### src/rtl/pipelined_control_unit.sv
// Registered RV32IM decode stage (ID/EX control register) with stall/flush and multi-cycle M-op hold.
// Optional M-extension decode and busy counter enabled by defining RV32M_EN.
module pipelined_control_unit #(
  parameter int MULDIV_LATENCY = 4,
  parameter int ALU_OP_W       = 3
) (
  input  logic                clk,
  input  logic                reset_n,
  input  logic                instr_valid,
  input  logic [6:0]          opcode,
  input  logic [2:0]          func3,
  input  logic [6:0]          func7,
  input  logic                stall,
  input  logic                flush,
  output logic                ready,
  output logic                valid_out,
  output logic                write_en,
  output logic                mem_write,
  output logic                mem_read,
  output logic                branch,
  output logic                jump,
  output logic                pc_select,
  output logic                imm_select,
  output logic                jal_select,
  output logic                data_mem_select,
  output logic [2:0]          imm_pick,
  output logic [ALU_OP_W-1:0] alu_op,
  output logic                muldiv,
  output logic                illegal,
  output logic                muldiv_busy
);

  typedef struct packed {
    logic                write_en;
    logic                mem_write;
    logic                mem_read;
    logic                branch;
    logic                jump;
    logic                pc_select;
    logic                imm_select;
    logic                jal_select;
    logic                data_mem_select;
    logic [2:0]          imm_pick;
    logic [ALU_OP_W-1:0] alu_op;
    logic                muldiv;
    logic                illegal;
  } ctrl_t;

  if (MULDIV_LATENCY < 1 || MULDIV_LATENCY > 32 || ALU_OP_W < 3) begin : g_param_check
    $error("pipelined_control_unit: parameter out of range");
  end

  ctrl_t dec_s;
  ctrl_t bundle_r;
  logic  legal_s;
  logic  valid_r;
  logic  busy_s;
  logic  capture_s;

  // Instruction decode into the execute control bundle
  always_comb begin
    dec_s   = '0;
    legal_s = 1'b0;
    case (opcode)
      7'b0110011: begin
        if (func7 == 7'b0000000 ||
            (func7 == 7'b0100000 && (func3 == 3'b000 || func3 == 3'b101))) begin
          legal_s        = 1'b1;
          dec_s.write_en = 1'b1;
`ifdef RV32M_EN
        end else if (func7 == 7'b0000001) begin
          legal_s        = 1'b1;
          dec_s.write_en = 1'b1;
          dec_s.muldiv   = 1'b1;
          dec_s.alu_op   = ALU_OP_W'(3'b100);
`endif
        end else begin
          legal_s = 1'b0;
        end
      end
      7'b0000011: begin
        legal_s               = func3 inside {3'b000, 3'b001, 3'b010, 3'b100, 3'b101};
        dec_s.imm_select      = 1'b1;
        dec_s.write_en        = 1'b1;
        dec_s.mem_read        = 1'b1;
        dec_s.data_mem_select = 1'b1;
        dec_s.alu_op          = ALU_OP_W'(3'b001);
      end
      7'b1100111: begin
        legal_s          = (func3 == 3'b000);
        dec_s.write_en   = 1'b1;
        dec_s.jal_select = 1'b1;
        dec_s.imm_select = 1'b1;
        dec_s.jump       = 1'b1;
        dec_s.alu_op     = ALU_OP_W'(3'b010);
      end
      7'b0010011: begin
        legal_s = (func3 inside {3'b000, 3'b010, 3'b011, 3'b100, 3'b110, 3'b111}) ||
                  (func3 == 3'b001 && func7 == 7'b0000000) ||
                  (func3 == 3'b101 && (func7 == 7'b0000000 || func7 == 7'b0100000));
        dec_s.write_en   = 1'b1;
        dec_s.imm_select = 1'b1;
        dec_s.alu_op     = ALU_OP_W'(3'b011);
      end
      7'b0100011: begin
        legal_s          = func3 inside {3'b000, 3'b001, 3'b010};
        dec_s.mem_write  = 1'b1;
        dec_s.imm_select = 1'b1;
        dec_s.imm_pick   = 3'b001;
      end
      7'b0110111, 7'b0010111: begin
        legal_s          = 1'b1;
        dec_s.write_en   = 1'b1;
        dec_s.imm_select = 1'b1;
        dec_s.imm_pick   = 3'b010;
        dec_s.pc_select  = opcode[5] ? 1'b0 : 1'b1;
      end
      7'b1100011: begin
        legal_s          = !(func3 inside {3'b010, 3'b011});
        dec_s.branch     = 1'b1;
        dec_s.pc_select  = 1'b1;
        dec_s.imm_select = 1'b1;
        dec_s.imm_pick   = 3'b011;
      end
      7'b1101111: begin
        legal_s          = 1'b1;
        dec_s.jump       = 1'b1;
        dec_s.jal_select = 1'b1;
        dec_s.pc_select  = 1'b1;
        dec_s.imm_select = 1'b1;
        dec_s.write_en   = 1'b1;
        dec_s.imm_pick   = 3'b100;
      end
      default: legal_s = 1'b0;
    endcase
    // Failed decode collapses every control to 0 and flags the op
    if (!legal_s) begin
      dec_s         = '0;
      dec_s.illegal = 1'b1;
    end else begin
      dec_s.illegal = 1'b0;
    end
  end

`ifdef RV32M_EN
  localparam int CNT_W = $clog2(MULDIV_LATENCY + 1);
  logic [CNT_W-1:0] cnt_r;

  assign busy_s = (cnt_r != '0);

  // M-op busy counter; counts down even while stalled, flush aborts it
  always_ff @(posedge clk or negedge reset_n) begin
    if (!reset_n) begin
      cnt_r <= '0;
    end else if (flush) begin
      cnt_r <= '0;
    end else if (busy_s) begin
      cnt_r <= cnt_r - CNT_W'(1);
    end else if (capture_s && dec_s.muldiv) begin
      cnt_r <= CNT_W'(MULDIV_LATENCY - 1);
    end else begin
      cnt_r <= '0;
    end
  end
`else
  assign busy_s = 1'b0;
`endif

  assign ready       = ~busy_s;
  assign muldiv_busy = busy_s;
  assign capture_s   = instr_valid & ready & ~stall & ~flush;

  // ID/EX control register: flush > hold > capture > bubble
  always_ff @(posedge clk or negedge reset_n) begin
    if (!reset_n) begin
      bundle_r <= '0;
      valid_r  <= 1'b0;
    end else if (flush) begin
      bundle_r <= '0;
      valid_r  <= 1'b0;
    end else if (stall || busy_s) begin
      bundle_r <= bundle_r;
      valid_r  <= valid_r;
    end else if (capture_s) begin
      bundle_r <= dec_s;
      valid_r  <= 1'b1;
    end else begin
      bundle_r <= '0;
      valid_r  <= 1'b0;
    end
  end

  assign valid_out       = valid_r;
  assign write_en        = bundle_r.write_en;
  assign mem_write       = bundle_r.mem_write;
  assign mem_read        = bundle_r.mem_read;
  assign branch          = bundle_r.branch;
  assign jump            = bundle_r.jump;
  assign pc_select       = bundle_r.pc_select;
  assign imm_select      = bundle_r.imm_select;
  assign jal_select      = bundle_r.jal_select;
  assign data_mem_select = bundle_r.data_mem_select;
  assign imm_pick        = bundle_r.imm_pick;
  assign alu_op          = bundle_r.alu_op;
  assign muldiv          = bundle_r.muldiv;
  assign illegal         = bundle_r.illegal;

endmodule

### config.mk
export PLATFORM = sky130hd
export DESIGN_NAME = pipelined_control_unit
export DESIGN_NICKNAME = d
export VERILOG_FILES = /design/src/rtl/pipelined_control_unit.sv
export SDC_FILE = /design/constraint.sdc
export NUM_CORES = 1
export LEC_CHECK = 0
export CAP_MARGIN = 20
export CELL_PAD_IN_SITES_DETAIL_PLACEMENT = 1
export CELL_PAD_IN_SITES_GLOBAL_PLACEMENT = 2
export CORE_MARGIN = 2
export CORE_UTILIZATION = 22
export DETAILED_ROUTE_END_ITERATION = 7
export PLACE_DENSITY = 0.84
export SLEW_MARGIN = 0
export SYNTH_ARGS = -nofsm -noshare
export SYNTH_HDL_FRONTEND = slang
export SYNTH_SLANG_ARGS = --single-unit
### constraint.sdc
create_clock -name clk -period 0.8 [get_ports clk]
set_input_delay 0.16 -clock clk [delete_from_list [all_inputs] [get_ports clk]]
set_output_delay 0.16 -clock clk [all_outputs]
set_load 0.02 [all_outputs]
### Word level (Yosys, flattened, before mapping)

Cells that the tools add are included.

| operators by class | value |
|---|---|
| reduce and logical (&&, ||, !) cells | 21 |
| bitwise operators | 4 |
| multiplexer cells | 20 |
| eq/ne operators | 18 |

Operators by type and width:

| operator | number |
|---|---|
| 17-bit two-way mux | 3 |
| 7-bit by 6-bit == test with 1-bit output, second input constant | 4 |
| 7-bit == test, second input constant | 3 |
| 16-bit two-way mux | 1 |
| 7-bit by 5-bit == test with 1-bit output, second input constant | 2 |
| 3-bit == test, second input constant | 4 |
| 3-bit case mux with 4 select lines | 1 |
| 1-bit two-way mux | 11 |
| 8-bit OR reduction | 1 |
| 7-bit by 2-bit == test with 1-bit output, second input constant | 1 |
| 7-bit logical NOT | 1 |
| 1-bit case mux with 7 select lines | 1 |
| 3-bit by 2-bit == test with 1-bit output, second input constant | 2 |
| 2-bit case mux with 3 select lines | 1 |
| 6-bit nonzero test | 1 |
| 2-bit OR reduction | 3 |
| 6-bit OR reduction | 1 |
| 1-bit logical OR | 5 |
| 5-bit nonzero test | 1 |
| 1-bit case mux with 2 select lines | 2 |
| 3-bit by 1-bit == test with 1-bit output, second input constant | 1 |
| 1-bit logical AND | 3 |
| 3-bit logical NOT | 1 |
| 3-bit nonzero test | 1 |
| 6 further kinds | 8 |

| storage, ports and cells | value |
|---|---|
| flip-flop bits (word level) | 18 |
| bits of input ports | 22 |

### Logic depth before layout (Yosys ltp)

Gate-level depths: netlist of run 1.

| logic depth | value |
|---|---|
| depth after elaboration | 10 |
| depth in mapped cells | 6 |

### Least setup slack after synthesis of run 1

No wires, ideal clock.

| timing path | value |
|---|---|
| path type | input-to-reg |
| start | in opcode[3] |
| end | reg bundle_r, in the netlist illegal |
| cell stages on the path | 6 |
| library setup time | 0.121 ns |
| arrival time | 1.370 ns |
| data required time | 0.679 ns |
| slack | -0.691 ns |
| cells stage by stage | buf_6 > or4b_4 > nor3_2 > a22o_4 > nor3_2 > a22o_1 |

| on the way | value |
|---|---|
| cells in the longest elaborated chain, start to end | 7 |
| elaborated cells on any way between the ends | 15 |
| classes of those cells | eq/ne: 9; mux: 5; reduce/logical: 1 |

Ends and longest elaborated chain:

| what | RTL line | RTL |
|---|---|---|
| from (decl) | 10 | `input logic [6:0] opcode,` |
| 7-bit == test (tied with other cells) | 64 | `case (opcode)` |
| 3-bit OR reduction (no line) | - |  |
| 1-bit case mux with 7 select lines (*) | 64 |  |
| 1-bit two-way mux (*) | 137 | `if (!legal_s) begin` |
| 17-bit two-way mux (*) | 184 | `end else if (capture_s) begin` |
| 17-bit two-way mux (*) | 181 | `end else if (stall \|\| busy_s) begin` |
| 17-bit two-way mux (*) | 178 | `end else if (flush) begin` |
| to (signal assigned) | 182 | `bundle_r <= bundle_r;` |
| to (signal assigned) | 185 | `bundle_r <= dec_s;` |
| to (decl) | 54 | `ctrl_t bundle_r;` |

Mark *: on every way between the ends. The rest lies on a longest branch, timed or not. The select of a mux whose other input is x is not followed.
A chain may end at the register's enable or synchronous reset.

### Worst setup path after layout of run 1

| timing path | value |
|---|---|
| start | in opcode[4] |
| end | reg bundle_r, in the netlist imm_pick[1] |

| on the way | value |
|---|---|
| cells in the longest elaborated chain, start to end | 7 |
| elaborated cells on any way between the ends | 17 |
| classes of those cells | eq/ne: 9; mux: 6; reduce/logical: 2 |

Ends and longest elaborated chain:

| what | RTL line |
|---|---|
| 7-bit == test (tied with other cells) | 64 |
| 3-bit OR reduction (no line) or 2-bit OR reduction (tied branches) | - |
| 1-bit case mux with 7 select lines or 3-bit case mux with 4 select lines (tied branches) | 64 |
| 16-bit two-way mux (*) | 137 |
| 17-bit two-way mux (*) | 184 |
| 17-bit two-way mux (*) | 181 |
| 17-bit two-way mux (*) | 178 |

Marks and branches as above.

==> results by group, run 1 <==
Placed design
  • Gp weighted congestion: 0.816
  • Placed cell areas: 0.00154 mm^2
  • HPWL after detailed placement: about 2.4 mm
  • Port-buffer cells: 37
  • DP Worst Slack: -1.16 ns

Route
  • ANT nets after route: 0
  • Routed length on met2: 1.97 mm
  • Final wirelength: approximately 3.5 mm
  • DR DRC count: 0
  • Via density: about 4.8
  • Routed via count: between 1000 and 1500
  • Uppermost routed layer: met4
  • Met3 Wirelength: 188 um
  • Avg WL per Cell: 14.6 um
  • M1 wire length: 1.35 mm
  • Starting DRT DRC Count: 56
  • Drt pass-1 iters: 4

Finish
  • Layout cells sized above 1: 58.9%
  • Final Core Density: 48.1%
  • N_diodes: 0
  • Design area: 0.00194 mm^2
  • Nets@finish: 215
  • Area growth, synth to finish: 109%

Yosys
  • Yosys cell types: 34
  • Synth Cell Area: 928 um^2
  • EDFF count, synth: 0
  • Area contributors post-synth: dfrtp_1 (38%), nand2_1 (8.5%), o31ai_1 (7.3%)
  • Syn_area_per_cell: 8.60 um^2
  • Warnings, synthesis: 0
  • #FFs+latches synth: 14
  • Most common flop cell mapped by yosys: dfrtp_1
  • Mapped Cells: 108
  • Seq/Total Area, Yosys: a little under two fifths
  • Most common cell in the netlist: nand2_1
  • Yosys top cell area share: 37.7%
  • Biggest area consumer among synthesized cells: dfrtp_1
  • Share of synthesized registers carrying an async set or reset: 100%
  • Commonest cells post-synth: nand2_1 (21), dfrtp_1 (14), o21ai_0 (10)

Timing
  • Final count of negative-setup-slack endpoints: 29
  • Hold WS: 0.235 ns
  • F_max: 0.717 GHz
  • Min Tclk post-route: 1.39 ns
  • Fin. Hold Viols: 0
  • Setup TNS: -8.50 ns
  • Fin. max-slew vios: 0
  • Worst setup margin: -0.594 ns
  • Crit share post-route: 174%
  • RSZ-0062 raised after global routing: yes
  • Layout Skew: 0 ns

Global routing
  • Global route overflow: 0
  • Vias in the first global route: 1150
  • First-pass GRT wire length: 5.36 mm
  • Total GRT Usage: about 15%
  • Antenna violations before repair: 0
  • Pin count of the biggest net entering global routing: 15

CTS
  • Clock Tree Buf Depth: 2
  • CTS clock-pin slew for the worst setup and hold paths: 0.06 ns
  • Root Buffer: clkbuf_8
  • Worst-Skew Late Latency: 0.25 ns
  • CTS Buf Count: 3
  • CTS tree: built
  • CTS Hold Bufs: 0
  • H-tree depth: 1
  • CTS sink count: 14

Die
  • Starting Density: between 20% and 30%
  • Die area: 0.00476 mm^2
  • I/O Pins: 42
  • Chip Height: 69.0 um
  • Core ar.: 0.00403 mm^2
  • Die Wd: 69.0 um
  • Cell row count: 23

Pwr
  • Pwr/cell area: around 1000 mW/mm^2
  • Worst VDD drop: 0.457 mV
  • LEAKAGE: 0.899 nW

Setup path
  • Crit-path most repeated cell: nor3_4
  • Critical Path Sink Type: flop
  • RR Startpoint: illegal$_DFFE_PN0P_
  • Cell Chain, Critical Path: buf_8 > or4b_4 > nor3_4 > a22o_4 > nor3_4 > buf_6 > o31ai_2
  • Slowest CP cell: or4b_4
  • Startpoint Class: primary input
  • Crit path DAT: between 1.5 and 2 ns
  • CP Class: in2reg
  • CP startpoint: opcode[4]
  • CP Data Required Time: 0.96 ns
  • R2r setup slk: -0.14 ns
  • Max incr delay on CP: around 0.55 ns
  • Crit-path max FO: 5

Worst hold path
  • Min-Delay Path Class: in2async

Status
  • Status: complete, but fails checks
  • Violated checks: negative setup slack

Job
  • Max_cap viols: 0
-- critical path: cells and delay by family --
| kind | cells | cell delay, ns |
|---|---|---|
| AND/OR/NAND/NOR | 3 | 0.77 |
| AO/OA/AOI/OAI | 2 | 0.38 |
| buffers and inverters | 2 | 0.23 |
-- worst paths after layout --
path | endpoint | cells after the start
max | imm_pick[1]$_DFFE_PN0P_ | 7
max reg2reg | illegal$_DFFE_PN0P_ | 3
min in group clk | valid_out$_DFFE_PN0P_ | 3
min | alu_op[0]$_DFFE_PN0P_ | 2
max in group asynchronous | mem_read$_DFFE_PN0P_ | 2
min reg2reg | valid_out$_DFFE_PN0P_ | 3
-- layer usage --
metal  GRT usage (%)  vias to the layer above
met5               0                        -
met4            3.68                        0
met3            1.62                        3
met2            28.7                       37
met1            17.5                      568
li1                -                      546
-- what timing repair did --
item | in CTS | in global routing
buffers inserted | 18 | 8
pin swaps | 19 | 14
gates resized for setup | 159 | 37
endpoints found under the setup margin | 30 | 29
-- area by class of cell --
cell class	count	area, um^2
sequential	14	350
clock buffer	4	55.1
multi-input combinational	85	701
timing repair buffer	89	771
tap	50	62.6
fill	459	2090
-- per-stage QoR --
stage                     cells  power (W)
after floorplan             110   0.000904
after global placement      214    0.00113
after detailed placement    214    0.00114
after CTS                   234    0.00185
after global routing        242    0.00198
final                       242    0.00191
-- placed cells by master, fill, tap and decap left out, drive strengths merged, types with 3 or more instances in the layout --
cell type    count
buf             74
clkbuf          10
conb             4
dfrtp           14
dlygate4sd2      7
nand2           21
nand2b           3
nor2             7
nor2b            4
nor3             3
o21ai           10
o31ai           10
-- sequential cells by signal, summed over array words and instances (netlist names) --
name	count
jump	1
mem_read	1
write_en	1
illegal	1
mem_write	1
valid_out	1
imm_pick	3
branch	1
pc_select	1
alu_op	2
imm_select	1
-- where the power goes --
part | switching, W | total (W) | internal (W)
clock | 0.000265 | 0.000702 | 0.000437
sequential | 0.00000408 | 0.000719 | 0.000714
combinational | 0.000245 | 0.000491 | 0.000247
total | 0.000514 | 0.00191 | 0.00140
-- cells by family after synthesis --
kind of cell	after synthesis	share of synthesized area, %
simple gates	50	29.5
compound gates	30	23.0
flops	14	37.7
buf+inv	11	7.95
other cells	2	0.809
xor+xnor	1	0.944
(Power assumes the default switching activity.)
==> inputs of run 2 (changes only) <==
--- a/config.mk
+++ b/config.mk
@@ -11,6 +11,7 @@
 export CORE_MARGIN = 2
 export CORE_UTILIZATION = 22
 export DETAILED_ROUTE_END_ITERATION = 7
+export GPL_ROUTABILITY_DRIVEN = 0
 export PLACE_DENSITY = 0.84
 export SLEW_MARGIN = 0
 export SYNTH_ARGS = -nofsm -noshare
==> results of run 2 <==
Final layout, timing and power as in run 1 (identical DEF).
==> inputs of run 3 (changes only) <==
--- a/config.mk
+++ b/config.mk
@@ -10,6 +10,7 @@
 export CELL_PAD_IN_SITES_GLOBAL_PLACEMENT = 2
 export CORE_MARGIN = 2
 export CORE_UTILIZATION = 22
+export CTS_BUF_LIST = sky130_fd_sc_hd__clkbuf_16
 export DETAILED_ROUTE_END_ITERATION = 7
 export GPL_ROUTABILITY_DRIVEN = 0
 export PLACE_DENSITY = 0.84
==> run 3 against run 2 <==
Against the previous run:
- the flow still finishes with violations (negative setup slack)
- count of clock-buffer cells in the layout shrank 1
- total power grew 11%
- register-to-register slack lost 0.02 ns
- clock power grew 33%
- combinational power shrank 4.5%
- worst hold slack gained 0.014 ns
- utilization shrank 0.87 points
- global-route usage shrank 0.24 points
- largest power group is now clock
==> results by group, run 3 (same netlist as run 1, synthesis figures left out) <==
Finish
  • Layout cells sized above 1: ~57%
  • Design area: 0.00190 mm^2
  • Most frequent cells in the layout: buf_4 (40), buf_6 (22), nand2_1 (19)
  • Nets@finish: 209
  • Final std cells w/o fill: between 200 and 250
  • N_diodes: 0
  • Area growth, synth to finish: 105%
  • Final Core Density: between 40 and 50%
  • Number of flip-flops in the largest register: 3
  • Most common cell after layout, fill and taps aside: buf_4

Placed design
  • Dpl cells: 214
  • HPWL after detailed placement: 2.44 mm
  • Placed cell areas: around 0.0015 mm^2
  • Port-buffer cells: 37

Timing
  • Fin. max-slew vios: 0
  • Fin. Hold Viols: 0
  • Layout Skew: 0 ns
  • Crit share post-route: 170%
  • Min Tclk post-route: roughly 1.4 ns
  • Worst setup margin: -0.564 ns
  • Hold WS: around 0.25 ns
  • Final count of negative-setup-slack endpoints: 29
  • F_max: 0.733 GHz
  • RSZ-0062 raised after global routing: yes

Global routing
  • Total GRT Usage: 14.7%
  • Met1 Use GR: 17.0%
  • Antenna violations before repair: 0
  • Most Crowded Layer GR: met2
  • Met3 Usage GRT: 1.62%
  • Vias in the first global route: 1124
  • Pin count of the biggest net entering global routing: 15
  • First-pass GRT wire length: roughly 5.3 mm
  • GR Util met2: 28.5%
  • Global route overflow: 0

Route
  • Routed via count: 1100
  • Drt pass-1 iters: 4
  • ANT nets after route: 0
  • Avg WL per Cell: 14.6 um
  • Final wirelength: 3.45 mm
  • Starting DRT DRC Count: 44
  • Via density: 4.66
  • DR DRC count: 0

Die
  • Core ar.: 0.00403 mm^2
  • Starting Density: between 20% and 30%
  • Chip Height: 69.0 um
  • Die area: 0.00476 mm^2
  • Die Wd: 69.0 um
  • I/O Pins: 42
  • Cell row count: 23

CTS
  • CTS sink count: 14
  • H-tree depth: 1
  • CTS Buf Count: 3
  • Clock Tree Buf Depth: 2
  • CTS tree: built
  • Worst-Skew Late Latency: 0.24 ns
  • CTS clock-pin slew for the worst setup and hold paths: roughly 0.050 ns
  • Root Buffer: clkbuf_16

Worst hold path
  • Min-Delay Path Class: in2async

Pwr
  • LEAKAGE: 0.873 nW
  • Pwr/cell area: around 1100 mW/mm^2
  • Total power: 0.00212 W
  • Worst VDD drop: 0.553 mV

Setup path
  • Worst R2R End: mem_read$_DFFE_PN0P_
  • Critical Path Sink Type: flop
  • CP Class: in2reg
  • Startpoint Class: primary input
  • Crit path DAT: 1.50 ns
  • Worst-case reg-to-reg path depth: 4
  • CP Data Required Time: 0.93 ns
  • RR Startpoint: mem_read$_DFFE_PN0P_
  • R2r setup slk: -0.16 ns
  • Crit-path max FO: 3

Job
  • Max_cap viols: 0

Status
  • Status: complete, but fails checks
  • Violated checks: negative setup slack
[run 3: cell count changes in the layout (fill, tap and decap cells not counted), moves of 3 or more]
cell       delta
buf_4         -3
clkbuf_16     +3
clkbuf_8      -4
buf_6         -3
[run 3: where the power goes]
| group | internal, W | switching (W) |
|---|---|---|
| registers | 0.000717 | 0.00000473 |
| clock network | 0.000659 | 0.000275 |
| logic | 0.000232 | 0.000237 |
[run 3: worst max path at each step]
stage	from	to	slack (ns)	cells past startpoint
floorplan	opcode[3]	illegal$_DFFE_PN0P_	-0.68	6
global placement	opcode[2]	imm_select$_DFFE_PN0P_	-1.07	6
detailed placement	opcode[4]	mem_read$_DFFE_PN0P_	-1.16	6
CTS	opcode[4]	illegal$_DFFE_PN0P_	-0.61	7
global route	opcode[4]	illegal$_DFFE_PN0P_	-0.62	7
finish	opcode[4]	illegal$_DFFE_PN0P_	-0.56	7
[run 3: critical path: stages]
cell and delay, ns:
buf_8 0.09, or4b_4 0.55, nor3_4 0.16, a22o_4 0.18, nor3_4 0.05, buf_6 0.11
a22o_1 0.18
[run 3: layer usage]
layer	vias to the layer above	part of all wire (%)
met1	525	38
met3	4	5.3
met5	-	0
li1	529	-
met4	0	1.2
met2	42	55
[run 3: repair_timing]
item,4_1_cts,5_1_grt
pin swaps,18,13
resized for setup,158,33
endpoints found under the setup margin,30,29
setup buffers,15,5
hold buffers,0,0
[run 3: per-stage QoR]
stage,setup TNS [ns],setup WS [ns]
2_1_floorplan,-7.85,-0.680
3_3_place_gp,-18.38,-1.07
3_5_place_dp,-19.38,-1.16
4_1_cts,-8.99,-0.612
5_1_grt,-9.51,-0.616
6_report,-8.40,-0.564
[run 3: final cells by class]
class,count,area [um^2]
tap,50,62.6
clock buffer,3,75.1
timing repair buffer,83,713
fill,452,2120
sequential,14,350
multi-input combinational,85,699
clock inverter,1,3.75
==> RTL edit 1 (settings of run 1) <==
Build with the macro `RV32M_EN` defined.
--- a/src/rtl/pipelined_control_unit.sv
+++ b/src/rtl/pipelined_control_unit.sv
@@ -1,5 +1,7 @@
 // Registered RV32IM decode stage (ID/EX control register) with stall/flush and multi-cycle M-op hold.
 // Optional M-extension decode and busy counter enabled by defining RV32M_EN.
+`define RV32M_EN
+
 module pipelined_control_unit #(
   parameter int MULDIV_LATENCY = 4,
   parameter int ALU_OP_W       = 3
Behaviour: not the same (Yosys sat finds a counterexample within 4 cycles, from zero or initial values and one cycle with reset_n low).
==> RTL edit 1 against run 1 <==
The run still ends with setup timing left; critical path depth rose by 1; worst setup slack got worse by 0.62 ns; routed wire length rose by 32%; fmax fell by 31%; count of clock-buffer cells in the layout did not move; sequential cell count rose by 4; critical endpoint is now write_en; area after synthesis rose by 23%; global-route usage rose by 0.42 points; sequential share of layout area rose by 1.3 points; highest routed layer unchanged; final area rose by 20%; final cell count rose by 22%.
Power is not compared: it rests on default switching activity, and its combinational part moved more than twofold at a synthesized area within 25%.
==> RTL edit 1: results (changes against run 1) <==
* Status: finished, violations left
* Failing checks: setup timing
* Static Leakage at 1.03 nW
* Avg Inst Size Synth at 8.93 um2 (+3.9%)
* Total wire length at 4.67 mm (+32%)
* Yosys cell types at 42 (+24%)
* Synth top area cells: dfrtp_1 39%, nand2_1 7.9%, o21ai_1 3.9%, nor2_1 3.0%, ha_1 2.2%
* Post-DR wirelength/cell at 15.8 um (+8.2%)
* # port buffers at 41 (+11%)
* Dpl cell area at 1940 um2 (+26%)
* Placed cells at 270 (+26%)
* Main synth FF type: dfrtp_1
* Pre-CTS WS at -1.45 ns (-0.291 ns)
* Detailed Place HPWL at 2.94 mm (+21%)
* Gr usage total at 15.4% (+0.42 points)
* Yosys warnings at 0 (unchanged)
* Vias per inst at 4.68 (-1.9%)
* Largest net degree at the start of global routing at 19 (+4)
* Layout cell share with drive strength beyond 1 at 54.7% (-4.2 points)
* Total sequential power at 1.04 mW
* CTS max path bufs at 2 (unchanged)
* Syn_nets at 152
* Endpoints failing setup at 38 (+31%)
* Pint at 2.74 mW
* Data arrival time of the critical path at 2.20 ns (+0.65 ns)
* Initial antenna violation count at 0 (unchanged)
* Fill count at 603 (+31%)
* Seq/Total Area, Yosys at 39.4% (+1.7 points)
* Commonest cells in the netlist: 24 x nand2_1, 18 x dfrtp_1, 9 x nor2_1, 9 x o21ai_1, 5 x nand3_1
* Metal2 WL at 2.56 mm (+30%)
* Gpl congestion at 0.776 (-4.8%)
* Layout Skew at 0.00247 ns (+0.00247 ns)
* Initial DRC count at 40 (-29%)
* Setup TNS Final at -22.39 ns (-13.88 ns)
* Routed metal-1 wirelength at 1.89 mm (+40%)
* Number of global-route vias before repair at 1486 (+29%)
* Final setup margin at -1.22 ns (-0.622 ns)
* Wire length on met3 at 107 um (-43%)
* First-pass GRT wire length at 7.18 mm (+34%)
* Total Power at 4.28 mW
* # nets final at 250 (+16%)
* Uppermost layer routed: met4
* Clk root buf: clkbuf_8
* Total CTS buffers at 3 (unchanged)
* Worst-path fanout max at 5 (unchanged)
## RTL edit 1: changes by cell type after synthesis, moves of 4 or more
cell and change:
dfrtp_1 +4, inv_1 +4, nand3_1 +4, o21ai_0 -6, o21ai_1 +9, o31ai_1 -7
## RTL edit 1: kinds of logic (layout without fill, tap and decap cells)
kind of cell | after synthesis | in the layout | share of synthesized area (%)
simple gates | 60 | 61 | 28.6
compound gates | 33 | 34 | 21.0
flops | 18 | 18 | 39.4
buf+inv | 12 | 107 | 6.34
fa+ha+maj | 2 | 2 | 2.19
mux | 2 | 2 | 1.75
xor+xnor | 1 | 1 | 0.766
## RTL edit 1: final timing paths
check	startpoint	end	slack, ns	cells after the start
worst max-delay path	cnt_r[0]	write_en	-1.22	8
worst min-delay path	reset_n	imm_pick[1]	0.24	2
worst max register to register	cnt_r[0]	write_en	-1.22	8
worst min register to register	branch	branch	0.52	2
max in group asynchronous	reset_n	mem_read	0.43	2
min in group clk	opcode[6]	mem_write	0.28	3
## RTL edit 1: critical path: stages (launching register included)
cell,delay (ns)
dfrtp_1,0.37
inv_2,0.07
ha_4,0.15
nand2b_4,0.05
or4b_4,0.54
a311oi_4,0.31
buf_4,0.19
a221oi_4,0.08
o21ai_1,0.18
## RTL edit 1: per-layer routing
metal  track usage, %  vias to the layer above
met5                0                        -
met4             8.36                        0
met3             1.07                        6
met2             29.7                       30
met1             16.6                      686
li1                 -                      658
## RTL edit 1: cell type report
class	count	area [um2]	share of cell area, %
inverter	4	15.0	0.644
multi-input combinational	100	850	36.4
tap	70	87.6	3.76
timing repair buffer	99	873	37.5
sequential	18	450	19.3
clock buffer	4	55.1	2.36
## RTL edit 1: repair_timing
item	in CTS	in global routing
gates resized for setup	176	16
pin swaps	26	9
setup buffers	16	5
gates cloned	1	1
setup endpoints to repair	38	38
hold endpoints to repair	0	0
==> RTL edit 2 (settings of run 1) <==
Made on the original files. Change the parameter `ALU_OP_W` from 3 to 6.
--- a/src/rtl/pipelined_control_unit.sv
+++ b/src/rtl/pipelined_control_unit.sv
@@ -2,7 +2,7 @@
 // Optional M-extension decode and busy counter enabled by defining RV32M_EN.
 module pipelined_control_unit #(
   parameter int MULDIV_LATENCY = 4,
-  parameter int ALU_OP_W       = 3
+  parameter int ALU_OP_W       = 6
 ) (
   input  logic                clk,
   input  logic                reset_n,
Interface: changed (resized alu_op); port bits go from 42 to 45. No check against the original RTL was run, so the function may have changed too.
==> RTL edit 2 against run 1 <==
The flow still finishes with violations (setup timing); largest cell class unchanged; worst setup slack got worse by 0.052 ns; sequential cell count stayed put; area after synthesis is 2.4% higher; count of clock-buffer cells in the layout stayed put; total power is 0.69% lower; sequential share of layout area shrank 0.081 points; routed wire length up 6.3%; final cell count increased by 0.41%; combinational power is 3% higher; final area increased by 0.45%; sequential power about the same; first-iteration DRC count fell by 64%; highest routed layer unchanged; register-to-register slack improved by 0.02 ns.
==> RTL edit 2: results (changes against run 1) <==
* Status: finished, violations left
* Failing checks: setup timing
* Final setup margin at -0.646 ns (-0.0521 ns)
* Layout cell share with drive strength beyond 1 at 61.1% (+2.3 points)
* Post-DR wirelength/cell at 15.5 um (+5.9%)
* Data arrival time of the critical path at 1.59 ns (+0.04 ns)
* Placed cells at 216 (+0.93%)
* Synth Instances at 111 (+2.8%)
* Commonest cells in the netlist: 21 x nand2_1, 14 x dfrtp_1, 10 x o21ai_0, 9 x buf_4, 9 x o31ai_1
* Fraction of area in multi-input gates at 36.4% (+0.29 points)
* Clock buf/inv share at 2.83% (-0.013 points)
* Total wire length at 3.76 mm (+6.3%)
* Postcts setup bufs at 11 (-7)
* Dpl cell area at 1540 um2 (+0.24%)
* Drt pass-1 iters at 2 (-2)
* Signal buffers share of area at 39.6% (-0.18 points)
* Multi-Input Combinational at 88 (+3.5%)
* Static Leakage at 0.907 nW (+0.91%)
* Post-CTS sizing at 163 (+2.5%)
* Detailed Place HPWL at 2.48 mm (+1.5%)
* Post-Synth XOR/XNOR Area at 0.921% (-0.022 points)
* Endpoints failing setup at 29 (unchanged)
* Setup TNS Final at -8.77 ns (-0.265 ns)
* Non-CTS buffers at 87 (-2.2%)
* Switch share at 26.6% (-0.28 points)
* Worst-path fanout max at 8 (+3)
* Compound-cell area share of the yosys netlist at 22.5% (-0.55 points)
* Seq/total area at 18.0% (-0.081 points)
## RTL edit 2: cell count changes in the layout (fill, tap and decap cells not counted), sizes merged
cell           change
dlygate4sd2        +1
buf                -1
clkdlybuf4s15      -1
conb               +3
clkbuf             -1
## RTL edit 2: path summary, 6_finish.rpt
path / cells after the start / to / startpoint / slack [ns]
max in group asynchronous: 2 / mem_read / reset_n / 0.44
setup reg to reg: 4 / branch / branch / -0.12
hold reg to reg: 2 / valid_out / valid_out / 0.51
min in group clk: 3 / mem_read / opcode[4] / 0.26
setup / recovery: 10 / branch / opcode[2] / -0.65
hold / removal: 2 / jump / reset_n / 0.24
## RTL edit 2: power by group through the flow
stage	combinational (mW)	sequential, mW	clock, mW
5_1_grt	0.540	0.720	0.729
2_1_floorplan	0.190	0.738	0
6_report	0.504	0.720	0.674
3_5_place_dp	0.423	0.731	0
4_1_cts	0.446	0.720	0.685
3_3_place_gp	0.412	0.730	0
## RTL edit 2: stage by stage
stage	power, mW	utilization (%)	setup slack [ns]
after floorplan	0.928	-	-0.680
after detailed placement	1.15	37.7	-1.21
final	1.90	47.7	-0.646
after global placement	1.14	37.7	-1.10
after CTS	1.85	43.3	-0.648
after global routing	1.99	47.7	-0.663
## RTL edit 2: worst max-delay path: stages
cell	delay [ns]
buf_8	0.10
buf_6	0.11
buf_8	0.13
nor2_4	0.11
nand4_1	0.15
nor3_2	0.23
buf_4	0.17
nor3_4	0.04
buf_6	0.14
o31ai_2	0.24
## RTL edit 2: metal layers
layer	share of wire (%)	global-route usage, %
met1	36	14.7
met2	58	27.1
met3	5.3	2.91
met4	0.69	3.21
met5	0	0
## RTL edit 2: logic make-up after synthesis
logic type,count (synthesis)
simple gates,50
compound gates,30
flops,14
buf+inv,14
other cells,2
xor+xnor,1
